## src/rtl/hash_driver.sv

```systemverilog
// rtl/hash_driver.sv - Avalon-MM master sequencing one SHA-256 accelerator transaction per start.
module hash_driver #(
    parameter int READ_LATENCY   = 1,
    parameter int TIMEOUT_CYCLES = 1023
) (
    input  logic         clock,
    input  logic         resetn,
    input  logic         start,
    input  logic [31:0]  msg_w0,
    input  logic [31:0]  msg_w1,
    output logic         busy,
    output logic         done,
    output logic         error,
    output logic [255:0] digest,
    output logic [3:0]   m_address,
    output logic         m_read,
    output logic         m_write,
    output logic [31:0]  m_writedata,
    input  logic [31:0]  m_readdata,
    input  logic         m_waitrequest
);

    localparam int STALL_W = $clog2(TIMEOUT_CYCLES + 1);
    localparam logic [STALL_W-1:0] STALL_LAST = STALL_W'(TIMEOUT_CYCLES - 1);

    typedef enum logic [2:0] {
        IDLE,
        WR_W0,
        WR_W1,
        WR_GO,
        RD_REQ,
        RD_WAIT,
        FIN
    } state_t;

    state_t             state, state_n;
    logic [31:0]        w1;
    logic [2:0]         idx;
    logic [2:0]         lat_cnt;
    logic [STALL_W-1:0] stall_cnt;
    logic [31:0]        shadow [8];

    logic        m_read_n, m_write_n, busy_n, done_n, error_n;
    logic [3:0]  m_address_n;
    logic [31:0] m_writedata_n;

    logic cmd_active, accepted, stalled, timeout, capture;

    assign cmd_active = m_read | m_write;
    assign accepted   = cmd_active & ~m_waitrequest;
    assign stalled    = cmd_active & m_waitrequest;
    assign timeout    = stalled && (stall_cnt == STALL_LAST);
    assign capture    = (state == RD_WAIT) && (lat_cnt == 3'd1);

    // Bus outputs are registered: next values are computed here alongside the next state.
    always_comb begin
        state_n       = state;
        m_read_n      = m_read;
        m_write_n     = m_write;
        m_address_n   = m_address;
        m_writedata_n = m_writedata;
        busy_n        = busy;
        done_n        = 1'b0;
        error_n       = 1'b0;
        if (timeout) begin
            state_n       = IDLE;
            m_read_n      = 1'b0;
            m_write_n     = 1'b0;
            m_address_n   = 4'd0;
            m_writedata_n = 32'd0;
            busy_n        = 1'b0;
            error_n       = 1'b1;
        end else begin
            case (state)
                IDLE: begin
                    if (start) begin
                        state_n       = WR_W0;
                        m_write_n     = 1'b1;
                        m_address_n   = 4'd1;
                        m_writedata_n = msg_w0;
                        busy_n        = 1'b1;
                    end
                end
                WR_W0: begin
                    if (accepted) begin
                        state_n       = WR_W1;
                        m_address_n   = 4'd2;
                        m_writedata_n = w1;
                    end
                end
                WR_W1: begin
                    if (accepted) begin
                        state_n       = WR_GO;
                        m_address_n   = 4'd0;
                        m_writedata_n = 32'd0;
                    end
                end
                WR_GO: begin
                    if (accepted) begin
                        state_n     = RD_REQ;
                        m_write_n   = 1'b0;
                        m_read_n    = 1'b1;
                        m_address_n = 4'd3;
                    end
                end
                RD_REQ: begin
                    if (accepted) begin
                        state_n  = RD_WAIT;
                        m_read_n = 1'b0;
                    end
                end
                RD_WAIT: begin
                    if (lat_cnt == 3'd1) begin
                        if (idx == 3'd7) begin
                            state_n = FIN;
                            done_n  = 1'b1;
                            busy_n  = 1'b0;
                        end else begin
                            state_n     = RD_REQ;
                            m_read_n    = 1'b1;
                            m_address_n = 4'd3 + {1'b0, idx + 3'd1};
                        end
                    end
                end
                FIN:     state_n = IDLE;
                default: state_n = IDLE;
            endcase
        end
    end

    always_ff @(posedge clock or negedge resetn) begin
        if (!resetn) begin
            state       <= IDLE;
            m_read      <= 1'b0;
            m_write     <= 1'b0;
            m_address   <= 4'd0;
            m_writedata <= 32'd0;
            busy        <= 1'b0;
            done        <= 1'b0;
            error       <= 1'b0;
        end else begin
            state       <= state_n;
            m_read      <= m_read_n;
            m_write     <= m_write_n;
            m_address   <= m_address_n;
            m_writedata <= m_writedata_n;
            busy        <= busy_n;
            done        <= done_n;
            error       <= error_n;
        end
    end

    // Words collect in shadow; digest only changes when the eighth word lands.
    always_ff @(posedge clock or negedge resetn) begin
        if (!resetn) begin
            w1        <= 32'd0;
            idx       <= 3'd0;
            lat_cnt   <= 3'd0;
            stall_cnt <= '0;
            digest    <= 256'd0;
            for (int i = 0; i < 8; i++) begin
                shadow[i] <= 32'd0;
            end
        end else begin
            stall_cnt <= (stalled && !timeout) ? stall_cnt + STALL_W'(1) : '0;
            if (state == IDLE && start) begin
                w1 <= msg_w1;
            end
            if (state == WR_GO && accepted) begin
                idx <= 3'd0;
            end
            if (state == RD_REQ && accepted && !timeout) begin
                lat_cnt <= 3'(READ_LATENCY);
            end
            if (state == RD_WAIT) begin
                lat_cnt <= lat_cnt - 3'd1;
            end
            if (capture) begin
                shadow[idx] <= m_readdata;
                if (idx == 3'd7) begin
                    digest <= {shadow[0], shadow[1], shadow[2], shadow[3],
                               shadow[4], shadow[5], shadow[6], m_readdata};
                end else begin
                    idx <= idx + 3'd1;
                end
            end
        end
    end

endmodule

```

## config.mk

```make
export PLATFORM = sky130hd
export DESIGN_NAME = hash_driver
export DESIGN_NICKNAME = d
export VERILOG_FILES = /design/src/rtl/hash_driver.sv
export SDC_FILE = /design/constraint.sdc
export NUM_CORES = 1
export LEC_CHECK = 0
export CORE_ASPECT_RATIO = 1.1
export CORE_UTILIZATION = 55
export CTS_BUF_LIST = sky130_fd_sc_hd__clkbuf_8
export CTS_CLUSTER_DIAMETER = 60
export CTS_CLUSTER_SIZE = 20
export DETAILED_ROUTE_END_ITERATION = 7
export PLACE_DENSITY = 0.83
export REMOVE_ABC_BUFFERS = 1
export SLEW_MARGIN = 10
export SYNTH_ARGS = -nofsm -noshare
export SYNTH_HDL_FRONTEND = slang
export SYNTH_SLANG_ARGS = --single-unit
```

## constraint.sdc

```tcl
create_clock -name clock -period 2.5 [get_ports clock]
set_input_delay 0.5 -clock clock [delete_from_list [all_inputs] [get_ports clock]]
set_output_delay 0.5 -clock clock [all_outputs]
set_load 0.005 [all_outputs]
```

==> summary.md <==
After clock tree synthesis, the clock-pin slew on the worst setup and hold paths is 110 ps. The run gives 631 as the initial DRC count. In the routed design, unresolved DRC markers number 0. Traced cell by cell, the critical path runs through clkdlybuf4s50_1.

The clock passes through at most 3 buffers. The tools report the data arrival time of the critical path as 1710 ps. STA classifies the critical path startpoint as a flip-flop. The run finished with clean final reports.

After synthesis, the largest family of logic cells by area is multiplexers. In this run the vertical extent of the chip is 213 um. Of the total synthesized cell area, the portion taken by XOR and XNOR cells is 0.393%. For this run, the slowest stage of the critical path takes 580 ps.

The path category of the worst min-delay check is in2async. The completed layout was analyzed and its total power is 23.7 mW. For the number of resized instances in the post-cts repair step, the log shows 0. The remaining antenna violation count was 0; the power density of the placed cells was 850 nW/um2. The run gives 776 uV as the maximum vdd drop.

At the end of routability-driven placement, the weighted congestion stood at 0.832. Mean post-synth cell area: 15.5 um2. Setup repair after global routing left no endpoint under its margin.

The tools report the final max-slew violation count as 0. In the final layout, the multi-input gates occupy 7610 um2. The number of buffers created by CTS was 38; the first-pass GRT wire length was 81.8 mm. In the final layout, the share of cells above drive strength 1 is 23.6%. On the critical path, the stage with the largest delay is an instance of sky130_fd_sc_hd__clkdlybuf4s50_1.

The overflow left after global routing is 0. TritonCTS built the clock tree. The sequential cells in the finished layout cover a total of 14300 um2. The routed via count divided by cell count is 5.66, and the proportion of synthesized chip area in sequential cells is 64.2%. The tool flagged a number of max-cap violations equal to 0. Overall die area: 41300 um2. The logs give 22300 um2 for the total standard cell area after synthesis and 27100 um2 for the instance area after placement. Row generation in the floorplan step produced 76 rows. The area growth from synthesis to layout is 25.1%.

The synthesized netlist devotes 2.91% of its cell area to compound gates. After clock tree synthesis, the setup repair step added 0 buffers. Fill cells in the final layout number 2673. The critical path is of the reg2out type. The count of flip-flops with a built-in enable after synthesis came out at 0. The tools report the overall routed net length as 51.7 mm. After floorplanning, the core was sized to cover 39600 um2.

The number of antenna violations at the first check in global routing was 0. The post-synthesis mux area share was 27.7%. Broken down by cell family, the worst path's largest delay share belongs to buffers and inverters. The clock reaches the later pin of the worst-skew pair after 620 ps.

OpenSTA, run right after detailed placement, puts the worst setup slack at 102 ps. The tools report the number of hold buffers added after cts as 1. Initial standard-cell utilization of the core: 56.4%. The count of buffer and inverter cells on the critical path was 1; the final design area excluding fillers was 27900 um2. Maximum operating frequency: 0.453 GHz. The final worst clock skew was 32.6 ps.

The floorplan step set the die width to 194 um. In this run the number of H-tree levels came out at 2. Number of diodes: 0. The number of global-route vias before repair was 14270; the required time reported for the critical path endpoint was 2000 ps. 397 I/O pins were placed. After synthesis the netlist holds a flip-flop and latch count of 572. Dividing the detail-routed wire length by the instance count gives 21.9 um.

The logs give 55.8% for the worst-case headroom to the max-slew limit and 572 for the clock sink count. The run gives 292 ps as the worst path setup slack after routing. The run gives 45 as the count of distinct cell types in the synthesized netlist.

The number of detailed-routing iterations run before antenna repair came out at 5. For the maximum number of pins on one net before global-route repair, the log shows 79. Clock tree synthesis selected as its root buffer the cell sky130_fd_sc_hd__clkbuf_8. The run gives 0 as the Yosys warning count. Setup violations remaining at the end of the flow were counted as 0. Cells fill 70.5% of the core in the end. The number of buffers inserted by port buffering was 396. The total count of hold-check failures in the final report is 0, and the combined global-route utilization of all metal layers is 25.4%. Counting every instance in the synthesized netlist gives 1435. Dividing the final minimum period by the clock period gives 88.3%. The synthesized netlist devotes 0.393% of its cell area to adder and majority cells.

In the synthesized netlist the dominant register cell turns out to be sky130_fd_sc_hd__dfrtp_1. For this run, the post-layout net count is 1946. Subtracting the final worst setup slack from the clock period gives 2210 ps.

For this run, asynchronously set or reset flops after synthesis account for 100%. After Yosys synthesis, and, or, nand and nor cells account for 2.54% of the synthesized area. For the count of vias placed by the detailed router, the log shows 13367. The analysis attributes to cell leakage a power of 12.7 nW.

The final HPWL from detailed placement was 35.1 mm; the maximum net fanout on the critical path was 9. For the pin with the worst max-slew slack, the measured transition is 661 ps. The worst setup path is captured at a primary output.
## cell usage after synthesis, types with 2 or more instances
cell	instances	area, um2
sky130_fd_sc_hd__or3_1	3	18.8
sky130_fd_sc_hd__buf_2	61	305
sky130_fd_sc_hd__mux2_1	224	2520
sky130_fd_sc_hd__a31oi_1	2	12.5
sky130_fd_sc_hd__nand4_1	2	12.5
sky130_fd_sc_hd__a221o_1	2	20.0
sky130_fd_sc_hd__clkbuf_1	16	60.1
sky130_fd_sc_hd__dfrtp_1	572	14300
sky130_fd_sc_hd__nand2b_1	6	37.5
sky130_fd_sc_hd__nand3_1	12	60.1
sky130_fd_sc_hd__buf_4	3	22.5
sky130_fd_sc_hd__a32oi_1	32	280
sky130_fd_sc_hd__xnor2_1	5	43.8
sky130_fd_sc_hd__and3_1	4	25.0
sky130_fd_sc_hd__mux2_2	320	3600
sky130_fd_sc_hd__nand2_1	46	173
sky130_fd_sc_hd__o21ai_0	13	65.1
sky130_fd_sc_hd__nor2b_1	6	37.5
sky130_fd_sc_hd__nand3b_1	3	22.5
sky130_fd_sc_hd__inv_1	6	22.5
sky130_fd_sc_hd__a21oi_1	36	180
sky130_fd_sc_hd__xor2_1	5	43.8
sky130_fd_sc_hd__nor3_1	5	25.0
sky130_fd_sc_hd__nor2_1	20	75.1
sky130_fd_sc_hd__ha_1	7	87.6
sky130_fd_sc_hd__mux2i_1	5	50.1
## kinds of logic after synthesis
family / Yosys count
AND/OR/NAND/NOR: 114
flip-flops: 572
XOR/XNOR: 10
buffers and inverters: 87
AO/OA/AOI/OAI: 96
adder cells (fa/ha/maj): 7
multiplexers: 549
## layout make-up
class,instances,area share [%]
clock buffer,40,1.97
multi-input combinational,776,27.3
tap,507,2.27
clock inverter,16,0.664
sequential,572,51.3
inverter,7,0.0942
timing repair buffer,444,16.4
## sequential cells by signal (all words and copies together), names as in the netlist
name	count
digest	256
lat_cnt	3
stall_cnt	10
w1	32
state	3
m_write	1
idx	3
error	1
m_address	4
m_read	1
busy	1
m_writedata	32
done	1
shadow	224
## path summary, 6_finish.rpt
path	from	endpoint	slack, ps	cells after the start
max	m_write$_DFFE_PN0P_	m_write	290	1
min	resetn	digest[138]$_DFFE_PN0P_	380	2
max reg2reg	lat_cnt[1]$_DFFE_PN0P_	shadow[164]$_DFFE_PN0P_	370	7
min reg2reg	shadow[134]$_DFFE_PN0P_	digest[134]$_DFFE_PN0P_	480	1
max in group asynchronous	resetn	idx[2]$_DFF_PN0_	1250	3
min in group clock	shadow[134]$_DFFE_PN0P_	digest[134]$_DFFE_PN0P_	480	1
## worst register-to-register path, stage by stage (launching register included)
cell and delay, ps:
sky130_fd_sc_hd__dfrtp_1 400, sky130_fd_sc_hd__inv_1 90, sky130_fd_sc_hd__ha_1 170, sky130_fd_sc_hd__nor2b_1 210, sky130_fd_sc_hd__and3_1 240, sky130_fd_sc_hd__nand3_2 310, sky130_fd_sc_hd__buf_4 310, sky130_fd_sc_hd__mux2_2 280
## layout by cell type, fill, tap and decap left out, types with 3 or more instances in the layout
master / synthesis / routed
sky130_fd_sc_hd__nand2_1: 46 / 45
sky130_fd_sc_hd__buf_4: 3 / 28
sky130_fd_sc_hd__ha_1: 7 / 7
sky130_fd_sc_hd__a21oi_1: 36 / 36
sky130_fd_sc_hd__inv_6: 0 / 4
sky130_fd_sc_hd__a32oi_1: 32 / 32
sky130_fd_sc_hd__xor2_1: 5 / 5
sky130_fd_sc_hd__o21ai_0: 13 / 13
sky130_fd_sc_hd__nor3_1: 5 / 5
sky130_fd_sc_hd__nor2_1: 20 / 19
sky130_fd_sc_hd__buf_12: 0 / 19
sky130_fd_sc_hd__mux2_1: 224 / 224
sky130_fd_sc_hd__nand3_2: 1 / 4
sky130_fd_sc_hd__dfrtp_1: 572 / 572
sky130_fd_sc_hd__nand3_1: 12 / 8
sky130_fd_sc_hd__nand3b_1: 3 / 3
sky130_fd_sc_hd__mux2_2: 320 / 320
sky130_fd_sc_hd__clkdlybuf4s50_1: 0 / 395
sky130_fd_sc_hd__inv_1: 6 / 7
sky130_fd_sc_hd__nand2b_1: 6 / 6
sky130_fd_sc_hd__and3_1: 4 / 4
sky130_fd_sc_hd__or3_1: 3 / 3
sky130_fd_sc_hd__nor2b_1: 6 / 5
sky130_fd_sc_hd__xnor2_1: 5 / 5
sky130_fd_sc_hd__clkbuf_8: 0 / 40
sky130_fd_sc_hd__mux2i_1: 5 / 5
## where the power goes
group          switching (mW)  leakage [nW]  internal [mW]
Combinational            2.72          5.11           3.88
Clock                    2.97         0.375           1.76
Sequential               1.16          7.23           11.2
## metal layers
| layer | track usage (%) | wire [um] |
|---|---|---|
| met5 | 0 | 0 |
| met4 | 7.47 | 1330 |
| met3 | 6.40 | 3460 |
| met2 | 42.6 | 25800 |
| met1 | 32.8 | 21100 |
## metrics by stage
step,cells,hold slack [ps],setup TNS (ps)
3_5_place_dp,2305,438,0
5_1_grt,2362,381,0
2_1_floorplan,1355,204,-1825660
6_report,2362,378,0
3_3_place_gp,2305,437,0
4_1_cts,2362,360,0
(Power assumes the default switching activity.)
